--- src/rtl/pmod_ad1_if.sv ---
// Pmod AD1 serial bus: chip select, serial clock and the two data lines.
// master = sampler (drives cs_n/sclk), slave = ADC (drives d0/d1).
interface pmod_ad1_if;
  logic adc_cs_n;
  logic adc_sclk;
  logic adc_d0;
  logic adc_d1;

  modport master (
    output adc_cs_n,
    output adc_sclk,
    input  adc_d0,
    input  adc_d1
  );

  modport slave (
    input  adc_cs_n,
    input  adc_sclk,
    output adc_d0,
    output adc_d1
  );
endinterface

--- src/rtl/pmod_ad1_sampler.sv ---
// Dual-channel 12-bit SPI ADC sampler with 2^AVG_LOG2 burst averaging.
// Ports: clk, rst_n (sync, low), start, adc bus, ch0/ch1 result, valid, busy, lead_err.
module pmod_ad1_sampler #(
  parameter int CLK_DIV   = 4,
  parameter int QUIET_CYC = 8,
  parameter int AVG_LOG2  = 2,
  parameter int FREE_RUN  = 0
) (
  input  logic        clk,
  input  logic        rst_n,
  input  logic        start,
  pmod_ad1_if.master  adc,
  output logic [11:0] ch0_12f0,
  output logic [11:0] ch1_12f0,
  output logic        valid,
  output logic        busy,
  output logic        lead_err
);

  localparam int DW = $clog2(CLK_DIV);
  localparam int QW = (QUIET_CYC > 1) ? $clog2(QUIET_CYC) : 1;
  localparam int AW = 12 + AVG_LOG2;
  localparam int CW = AVG_LOG2 + 1;
  localparam logic [CW-1:0] LAST = CW'((1 << AVG_LOG2) - 1);
  localparam logic GO_FREE = (FREE_RUN != 0);

  typedef enum logic [1:0] {
    IDLE,
    CONV,
    QUIET
  } state_t;

  state_t        state;
  logic [DW-1:0] div;
  logic [4:0]    h;
  logic [QW-1:0] qcnt;
  logic [CW-1:0] cnt;
  logic [14:0]   sh0;
  logic [14:0]   sh1;
  logic [15:0]   nsh0;
  logic [15:0]   nsh1;
  logic [AW-1:0] acc0;
  logic [AW-1:0] acc1;
  logic [AW-1:0] sum0;
  logic [AW-1:0] sum1;
  logic          sticky;
  logic          lead_any;
  logic          half_end;

  // The 16th bit arrives on the same edge that closes the
  // conversion, so the word is taken from the next-shift value.
  always_comb begin
    nsh0     = {sh0, adc.adc_d0};
    nsh1     = {sh1, adc.adc_d1};
    sum0     = acc0 + AW'(nsh0[11:0]);
    sum1     = acc1 + AW'(nsh1[11:0]);
    lead_any = sticky | (|nsh0[15:12]) | (|nsh1[15:12]);
    half_end = (div == DW'(CLK_DIV - 1));
  end

  always_ff @(posedge clk) begin
    if (!rst_n) begin
      state        <= IDLE;
      div          <= '0;
      h            <= '0;
      qcnt         <= '0;
      cnt          <= '0;
      sh0          <= '0;
      sh1          <= '0;
      acc0         <= '0;
      acc1         <= '0;
      sticky       <= 1'b0;
      adc.adc_cs_n <= 1'b1;
      adc.adc_sclk <= 1'b1;
      ch0_12f0     <= '0;
      ch1_12f0     <= '0;
      valid        <= 1'b0;
      busy         <= 1'b0;
      lead_err     <= 1'b0;
    end else begin
      valid <= 1'b0;
      unique case (state)
        IDLE: begin
          if (GO_FREE || start) begin
            state        <= CONV;
            adc.adc_cs_n <= 1'b0;
            adc.adc_sclk <= 1'b1;
            busy         <= 1'b1;
            div          <= '0;
            h            <= '0;
          end
        end
        CONV: begin
          if (half_end) begin
            div          <= '0;
            h            <= h + 5'd1;
            adc.adc_sclk <= h[0];
            if (h[0]) begin
              sh0 <= nsh0[14:0];
              sh1 <= nsh1[14:0];
            end
            if (h == 5'd31) begin
              state        <= QUIET;
              adc.adc_cs_n <= 1'b1;
              adc.adc_sclk <= 1'b1;
              qcnt         <= '0;
              if (cnt == LAST) begin
                ch0_12f0 <= sum0[AW-1:AVG_LOG2];
                ch1_12f0 <= sum1[AW-1:AVG_LOG2];
                lead_err <= lead_any;
                valid    <= 1'b1;
                acc0     <= '0;
                acc1     <= '0;
                cnt      <= '0;
                sticky   <= 1'b0;
              end else begin
                acc0   <= sum0;
                acc1   <= sum1;
                cnt    <= cnt + CW'(1);
                sticky <= lead_any;
              end
            end
          end else begin
            div <= div + DW'(1);
          end
        end
        QUIET: begin
          if (qcnt == QW'(QUIET_CYC - 1)) begin
            // cnt != 0 means the burst still has conversions left
            if (GO_FREE || cnt != '0) begin
              state        <= CONV;
              adc.adc_cs_n <= 1'b0;
              adc.adc_sclk <= 1'b1;
              div          <= '0;
              h            <= '0;
            end else begin
              state <= IDLE;
              busy  <= 1'b0;
            end
          end else begin
            qcnt <= qcnt + QW'(1);
          end
        end
        default: state <= IDLE;
      endcase
    end
  end

endmodule

--- src/flat_wrapper.sv ---
// flat-port wrapper written by rule: the top's interface ports become plain ports
module pmod_ad1_sampler_flat 
#(
  parameter int CLK_DIV   = 4,
  parameter int QUIET_CYC = 8,
  parameter int AVG_LOG2  = 2,
  parameter int FREE_RUN  = 0
)
  (clk, rst_n, start, ch0_12f0, ch1_12f0, valid, busy, lead_err, adc_adc_cs_n, adc_adc_sclk, adc_adc_d0, adc_adc_d1);
  pmod_ad1_if adc_i ();
  input  logic clk;
  input  logic rst_n;
  input  logic start;
  output logic [11:0] ch0_12f0;
  output logic [11:0] ch1_12f0;
  output logic valid;
  output logic busy;
  output logic lead_err;
  output wire logic [$bits(adc_i.adc_cs_n)-1:0] adc_adc_cs_n;
  output wire logic [$bits(adc_i.adc_sclk)-1:0] adc_adc_sclk;
  input wire logic [$bits(adc_i.adc_d0)-1:0] adc_adc_d0;
  input wire logic [$bits(adc_i.adc_d1)-1:0] adc_adc_d1;
  assign adc_adc_cs_n = adc_i.adc_cs_n;
  assign adc_adc_sclk = adc_i.adc_sclk;
  assign adc_i.adc_d0 = adc_adc_d0;
  assign adc_i.adc_d1 = adc_adc_d1;
  pmod_ad1_sampler #(.CLK_DIV(CLK_DIV), .QUIET_CYC(QUIET_CYC), .AVG_LOG2(AVG_LOG2), .FREE_RUN(FREE_RUN)) u_core (.clk(clk), .rst_n(rst_n), .start(start), .adc(adc_i), .ch0_12f0(ch0_12f0), .ch1_12f0(ch1_12f0), .valid(valid), .busy(busy), .lead_err(lead_err));
endmodule
--- config.mk ---
export PLATFORM = sky130hd
export DESIGN_NAME = pmod_ad1_sampler_flat
export DESIGN_NICKNAME = d
export VERILOG_FILES = /design/src/rtl/pmod_ad1_if.sv /design/src/rtl/pmod_ad1_sampler.sv /design/src/flat_wrapper.sv
export SDC_FILE = /design/constraint.sdc
export NUM_CORES = 1
export LEC_CHECK = 0
export BUFFER_PORTS_ARGS = -buffer_cell sky130_fd_sc_hd__buf_2
export CORE_MARGIN = 2
export CORE_UTILIZATION = 54
export CTS_CLUSTER_SIZE = 30
export DETAILED_ROUTE_END_ITERATION = 8
export GPL_TIMING_DRIVEN = 0
export PLACE_DENSITY = 0.78
export REMOVE_ABC_BUFFERS = 1
export SLEW_MARGIN = 0
export SYNTH_ARGS = -nofsm -noshare
export SYNTH_HDL_FRONTEND = slang
export SYNTH_SLANG_ARGS = --single-unit
--- constraint.sdc ---
create_clock -name clk -period 2.9 [get_ports clk]
set_input_delay 0.58 -clock clk [delete_from_list [all_inputs] [get_ports clk]]
set_output_delay 0.58 -clock clk [all_outputs]
set_load 0.05 [all_outputs]
==> results.py, run 1 <==
metrics = {
    "logic_synthesis": {
        "ys_ff_latch": 103,
        "synthAdderAreaFrac_pct": 8.43,
        "synthCells": 590,
        "synth-async-reset-ratio_pct": 0,
        "synth_xor_area_share_pct": 3.63,
        "synth_compound_area_share_pct": 23.4,
        "ys_warn_count": 0,
        "synth_mux_area_share_pct": 0.197,
        "synth_top_family_by_area": "compound AO/OA/AOI/OAI gates",
        "synth_ff_type": "dfxtp_1",
        "synth_edf_count": 0,
        "ys_types": 53,
        "synth-simple-area-share_pct": 20.2,
        "avgSynthCellArea_sq_um": 8.60,
        "syn-cell-area_sq_um": 5070,
        "ys_seq_area_share_pct": 40.6,
    },
    "setup_path": {
        "arrival_ns": 2.79,
        "crit_type": "flip-flop to flip-flop",
        "crit_fanout": 24,
        "r2r_slack_ns": 0.37,
        "startpoint_type": "flip-flop",
        "cp-end-kind": "flip-flop",
        "crit-reg2reg-launch": "u_core.h[0]$_SDFFE_PN0P_",
        "r2r_end": "u_core.ch1_12f0[4]$_SDFFE_PN0P_",
        "r2r_cells": 8,
        "worstPathRequired_ns": 3.16,
    },
    "power_and_ir_drop": {
        "power_density_nw_per_um2": 450,
        "leakage_nw": 2.09,
        "vdd_drop_max_v": 0.000340,
    },
    "sta": {
        "slew_violations": 0,
        "fmax_ghz": 0.394,
        "worst_slew_pin_slew_ns": 1.19,
        "period_needed_ns": 2.53,
        "hold_violations": 0,
        "fin_skew_ns": 0.0124,
        "rsz0062_at_grt": "false",
        "tns_ns": 0,
        "final.period_utilization_pct": 87.4,
        "setup_viol": 0,
        "maxSlewHeadroom_pct": 20.4,
    },
    "clock_network": {
        "postCtsHoldBufs": 0,
        "clk_pin_slew_ns": 0.09,
        "root_buffer": "clkbuf_8",
        "clk_latency_ns": 0.36,
        "cts_tree": "yes",
        "cts-buffers-inserted": 9,
        "clockBufferDepth": 2,
        "cts-htree-levels": 3,
        "clkSinkCount": 103,
    },
    "cells_and_area": {
        "num-nets-final": 643,
        "drive_above_1_share_pct": 9.54,
        "antenna_cells": 0,
        "nFillCells": 804,
        "stdcell_count": 719,
        "area_growth_pct": 7.67,
    },
    "worst_hold_path": {
        "holdPathStages": 2,
        "holdPathEnd": "u_core.ch1_12f0[7]$_SDFFE_PN0P_",
        "hold_class": "flip-flop to flip-flop",
        "holdCritStartpoint": "u_core.ch1_12f0[7]$_SDFFE_PN0P_",
    },
    "placement": {
        "placedCellCount": 705,
        "dp_hpwl_um": 7350,
        "gp_congestion": 0.876,
        "port_buffers": 33,
    },
    "routing": {
        "route.detailed.drc": 0,
        "vias_per_cell": 5.86,
        "drtIter0Drc": 203,
        "vias": 4212,
        "wire_per_inst_um": 15.2,
        "first_pass_iters": 5,
        "drt_wl_total_um": 10900,
        "drtAntennaViolNets": 0,
    },
    "global_routing": {
        "grt_max_degree": 98,
        "track_usage_pct": 22.3,
        "grt_overflow": 0,
        "grt_pass1_vias": 4091,
        "antenna_found_initial": 0,
        "grt_first_pass_wirelength_um": 18500,
    },
    "floorplanning": {
        "initial_core_util_pct": 55.2,
        "die_w_um": 101,
        "rows": 35,
        "core-area_sq_um": 9200,
        "ios": 34,
        "die_area_sq_um": 10200,
        "die_height_um": 101,
    },
    "flow_run": {
        "max-cap-violations": 0,
    },
    "run_status": {
        "status": "complete, no violations",
    },
}
state kept, by name, summed over array words and instances, names as in the netlist:
signal,flops
u_core.acc0,14
u_core.acc1,14
u_core.adc.adc_cs_n,1
u_core.adc.adc_sclk,1
u_core.busy,1
u_core.ch0_12f0,12
u_core.ch1_12f0,12
u_core.cnt,3
u_core.div,2
u_core.h,5
u_core.lead_err,1
u_core.qcnt,3
u_core.sh0,15
u_core.sh1,15
u_core.state,2
u_core.sticky,1
u_core.valid,1
placed cells by master (no fill, tap or decap), types with 6 or more instances in the layout:
master / count
a21boi_0: 40
a21o_1: 6
a21oi_1: 25
a22oi_1: 16
and3_1: 6
buf_2: 32
clkbuf_8: 9
dfxtp_1: 103
ha_1: 31
inv_1: 9
nand2_1: 119
nand3_1: 10
nand4_1: 6
nor2_1: 27
nor2b_1: 24
o211ai_1: 6
o21ai_0: 24
o21ai_1: 7
xnor2_1: 17
stage by stage:
step,area (sq um),hold slack [ns],utilization [%],power (mW),setup slack (ns)
6_report,5460,0.453,59.4,2.46,0.365
5_1_grt,5460,0.484,59.4,2.53,0.162
4_1_cts,5460,0.457,59.3,2.47,0.193
3_5_place_dp,5260,0.442,57.2,1.53,0.214
3_3_place_gp,5230,0.429,56.9,1.53,-1.54
2_1_floorplan,4930,0.423,-,1.50,-0.134
timing repair:
action | CTS | global route
gates resized for setup | 0 | 1
endpoints found under the setup margin | 0 | 3
buffers inserted | 0 | 0
hold endpoints to repair | 0 | 0
synthesized netlist by cell type (all sizes together) (3+ instances only):
cell type	instances	area [sq um]
nand2	120	453
dfxtp	103	2060
a21boi	42	315
ha	31	388
o21ai	31	155
a21oi	28	159
nor2	27	101
nor2b	25	156
clkbuf	17	65.1
xnor2	17	149
a22oi	16	120
buf	14	78.8
nand3	11	67.6
inv	9	33.8
a211oi	8	75.1
a21o	6	45.0
and3	6	37.5
nand4	6	37.5
nor3	6	30.0
o211ai	6	45.0
a22o	5	43.8
nor3b	5	37.5
o21bai	5	37.5
and2	4	25.0
o21a	4	30.0
o31ai	4	30.0
xor2	4	35.0
nand2b	3	18.8
nand3b	3	22.5
o31a	3	26.3
cells by family (layout without fill, tap and decap cells):
kind of cell             count (synthesis)  count (layout)
AND/OR/NAND/NOR                        221             221
AO/OA/AOI/OAI                          171             171
flip-flops                             103             103
buffers and inverters                   40              58
adder cells (fa/ha/maj)                 33              33
XOR/XNOR                                21              21
multiplexers                             1               1
power breakdown:
group	internal, mW	switching, mW
logic	0.0257	0.0493
registers	1.42	0.00440
clock network	0.477	0.482
metal layers:
layer  up-vias  routed length, um  global-route usage (%)  part of all wire (%)
met1      2015               5050                    28.8                    46
li1       2095                  -                       -                     -
met3        20                373                    3.47                   3.4
met2        82               5220                    37.7                    48
met5         -                  0                       0                     0
met4         0                257                    8.32                   2.4
critical path, cell delays in order, from the launching register on:
cell,delay [ns]
dfxtp_1,0.43
ha_1,0.21
and3_1,0.16
ha_1,0.22
nand3_1,0.18
or3_1,0.77
nand2_1,0.20
o31ai_1,0.08
and2_1,0.18
layout make-up:
class | count | area [sq um] | share of cell area, %
clock buffer | 10 | 128 | 2.34
clock inverter | 4 | 72.6 | 1.33
inverter | 9 | 33.8 | 0.618
multi-input combinational | 447 | 2840 | 52.0
sequential | 103 | 2060 | 37.7
tap | 111 | 139 | 2.54
timing repair buffer | 35 | 186 | 3.41
how the worst max path moves through the flow:
stage	slack [ns]	startpoint	end
final	0.37	u_core.h[0]$_SDFFE_PN0P_	u_core.ch1_12f0[4]$_SDFFE_PN0P_
after CTS	0.19	u_core.state[0]$_SDFFE_PN0P_	u_core.acc0[13]$_SDFFE_PN0P_
after global placement	-1.54	u_core.h[0]$_SDFFE_PN0P_	u_core.ch0_12f0[8]$_SDFFE_PN0P_
after detailed placement	0.21	adc_adc_d1	u_core.acc1[12]$_SDFFE_PN0P_
after floorplan	-0.13	u_core.h[0]$_SDFFE_PN0P_	u_core.ch0_12f0[8]$_SDFFE_PN0P_
after global routing	0.16	u_core.h[0]$_SDFFE_PN0P_	u_core.ch1_12f0[4]$_SDFFE_PN0P_
Note: power is estimated with default switching activity, not from simulation.
==> run 2: changes to the inputs <==
Settings changed: CORE_MARGIN 2 to not set.
==> run 2 against run 1 <==
  * Die area decreased by 3.9%
  * Worst setup slack lost 0.046 ns
  * Clock-buffer cell count grew 3
  * Critical path depth down 3
  * Final cell count is 0.28% higher
  * First-iteration DRC count fell by 22%
  * Via count down 1.3%
  * Highest routed layer unchanged
  * Core utilization rose by 0.39 points
  * Power is 0.61% lower
  * Maximum frequency decreased by 1.8%
  * Clock skew fell by 0.0043 ns
  * Clock power down 2%
==> results.py, run 2 (synthesis gave the netlist of run 1 again) <==
metrics = {
    "run_status": {
        "status": "complete, no violations",
    },
    "setup_path": {
        "r2r_slack_ns": 0.32,
        "startpoint_type": "flip-flop",
        "startpoint": "u_core.state[0]$_SDFFE_PN0P_",
        "r2r_cells": 5,
        "endpoint": "u_core.acc0[13]$_SDFFE_PN0P_",
        "arrival_ns": 2.86,
        "cp-end-kind": "flip-flop",
        "r2r_end": "u_core.acc0[13]$_SDFFE_PN0P_",
        "crit-reg2reg-launch": "u_core.state[0]$_SDFFE_PN0P_",
        "crit_type": "flip-flop to flip-flop",
        "worstPathRequired_ns": 3.18,
        "crit_fanout": 18,
    },
    "routing": {
        "vias": 4158,
        "drt_wl_total_um": 10700,
        "first_pass_iters": 4,
        "drtAntennaViolNets": 0,
        "route.detailed.drc": 0,
        "wire_per_inst_um": 14.8,
        "vias_per_cell": 5.77,
        "drtIter0Drc": 158,
    },
    "clock_network": {
        "clockBufferDepth": 2,
        "cts-htree-levels": 3,
        "cts-buffers-inserted": 9,
        "clk_pin_slew_ns": 0.09,
        "cts_tree": "yes",
        "clk_latency_ns": 0.36,
        "clkSinkCount": 103,
        "root_buffer": "clkbuf_8",
        "cts_setup_buffers": 0,
        "postCtsHoldBufs": 0,
        "ctsResizeCount": 0,
    },
    "cells_and_area": {
        "final_cell_mix": "nand2_1 (119), dfxtp_1 (103), a21boi_0 (40)",
        "drive_above_1_share_pct": 9.67,
        "fin_area_sq_um": 5470,
        "reg.largest.list": "u_core.sh0 x15, u_core.sh1 x15",
        "area_growth_pct": 7.87,
        "antenna_cells": 0,
        "final_util_pct": 59.8,
        "final_common_cell": "nand2_1",
        "num-nets-final": 643,
    },
    "global_routing": {
        "grt_first_pass_wirelength_um": 18100,
        "grt_max_degree": 98,
        "antenna_found_initial": 0,
        "grt_overflow": 0,
        "track_usage_pct": 22.8,
        "grt_pass1_vias": 4047,
    },
    "worst_hold_path": {
        "hold_class": "flip-flop to flip-flop",
    },
    "placement": {
        "dpl_cell_area_sq_um": 5260,
        "gp_congestion": 0.846,
        "dp_slack_ns": 0.241,
        "port_buffers": 33,
        "dp_hpwl_um": 7290,
    },
    "floorplanning": {
        "ios": 34,
        "die_area_sq_um": 9790,
        "initial_core_util_pct": 55.4,
        "die_w_um": 98.9,
        "die_height_um": 98.9,
        "rows": 35,
        "core-area_sq_um": 9150,
    },
    "sta": {
        "maxSlewHeadroom_pct": 19.6,
        "worst_slew_pin_slew_ns": 1.20,
        "hold_violations": 0,
        "slew_violations": 0,
        "setup_viol": 0,
        "setup_ws_ns": 0.319,
        "final.period_utilization_pct": 89.0,
        "fin_skew_ns": 0.00808,
        "period_needed_ns": 2.58,
        "rsz0062_at_grt": "false",
        "fmax_ghz": 0.387,
    },
    "power_and_ir_drop": {
        "vdd_drop_max_v": 0.000273,
        "power_density_nw_per_um2": 446,
        "leakage_nw": 2.10,
        "power_mw": 2.44,
    },
    "flow_run": {
        "max-cap-violations": 0,
    },
}
-- run 2: changes by cell type in the layout (fill, tap and decap cells not counted), sizes merged --
cell	delta
bufinv	-1
clkbuf	+3
clkinv	+1
clkinvlp	-1
-- run 2: how the worst min path moves through the flow --
| stage | from | to | depth (start not counted) |
|---|---|---|---|
| after floorplan | u_core.h[3]$_SDFFE_PN0P_ | u_core.h[3]$_SDFFE_PN0P_ | 1 |
| after global placement | u_core.adc.adc_cs_n$_SDFFE_PN1P_ | u_core.adc.adc_cs_n$_SDFFE_PN1P_ | 2 |
| after detailed placement | u_core.adc.adc_cs_n$_SDFFE_PN1P_ | u_core.adc.adc_cs_n$_SDFFE_PN1P_ | 2 |
| after CTS | u_core.adc.adc_cs_n$_SDFFE_PN1P_ | u_core.adc.adc_cs_n$_SDFFE_PN1P_ | 2 |
| after global routing | u_core.ch0_12f0[5]$_SDFFE_PN0P_ | u_core.ch0_12f0[5]$_SDFFE_PN0P_ | 2 |
| final | u_core.adc.adc_cs_n$_SDFFE_PN1P_ | u_core.adc.adc_cs_n$_SDFFE_PN1P_ | 2 |
-- run 2: metal layers --
metal  GRT usage, %  share of wire (%)  vias up
li1               -                  -     2094
met1           28.9                 48     1983
met2           39.1                 48       68
met3           4.61                2.7       13
met4           6.89                1.4        0
met5              0                  0        -
-- run 2: power by group --
group | internal [mW] | switching [mW] | total, mW
clock | 0.468 | 0.475 | 0.943
combinational | 0.0255 | 0.0497 | 0.0752
sequential | 1.42 | 0.00422 | 1.42
total | 1.91 | 0.529 | 2.44
-- run 2: worst max-delay path, stage by stage, from the launching register on --
cell,delay (ns)
dfxtp_1,0.43
nor2b_1,0.60
nand3_4,0.34
a21oi_4,0.55
nand2_2,0.27
o31ai_1,0.31
-- run 2: area by class of cell --
cell class | instances | area [sq um]
fill | 811 | 3680
inverter | 9 | 33.8
tap | 111 | 139
clock inverter | 3 | 40.0
multi-input combinational | 447 | 2840
sequential | 103 | 2060
clock buffer | 13 | 169
timing repair buffer | 35 | 190
-- run 2: through the flow --
stage / instances / hold slack (ns) / setup TNS (ns)
2_1_floorplan: 559 / 0.423 / -0.507
3_3_place_gp: 703 / 0.429 / -30.73
3_5_place_dp: 705 / 0.441 / 0
4_1_cts: 721 / 0.456 / 0
5_1_grt: 721 / 0.489 / 0
6_report: 721 / 0.455 / 0
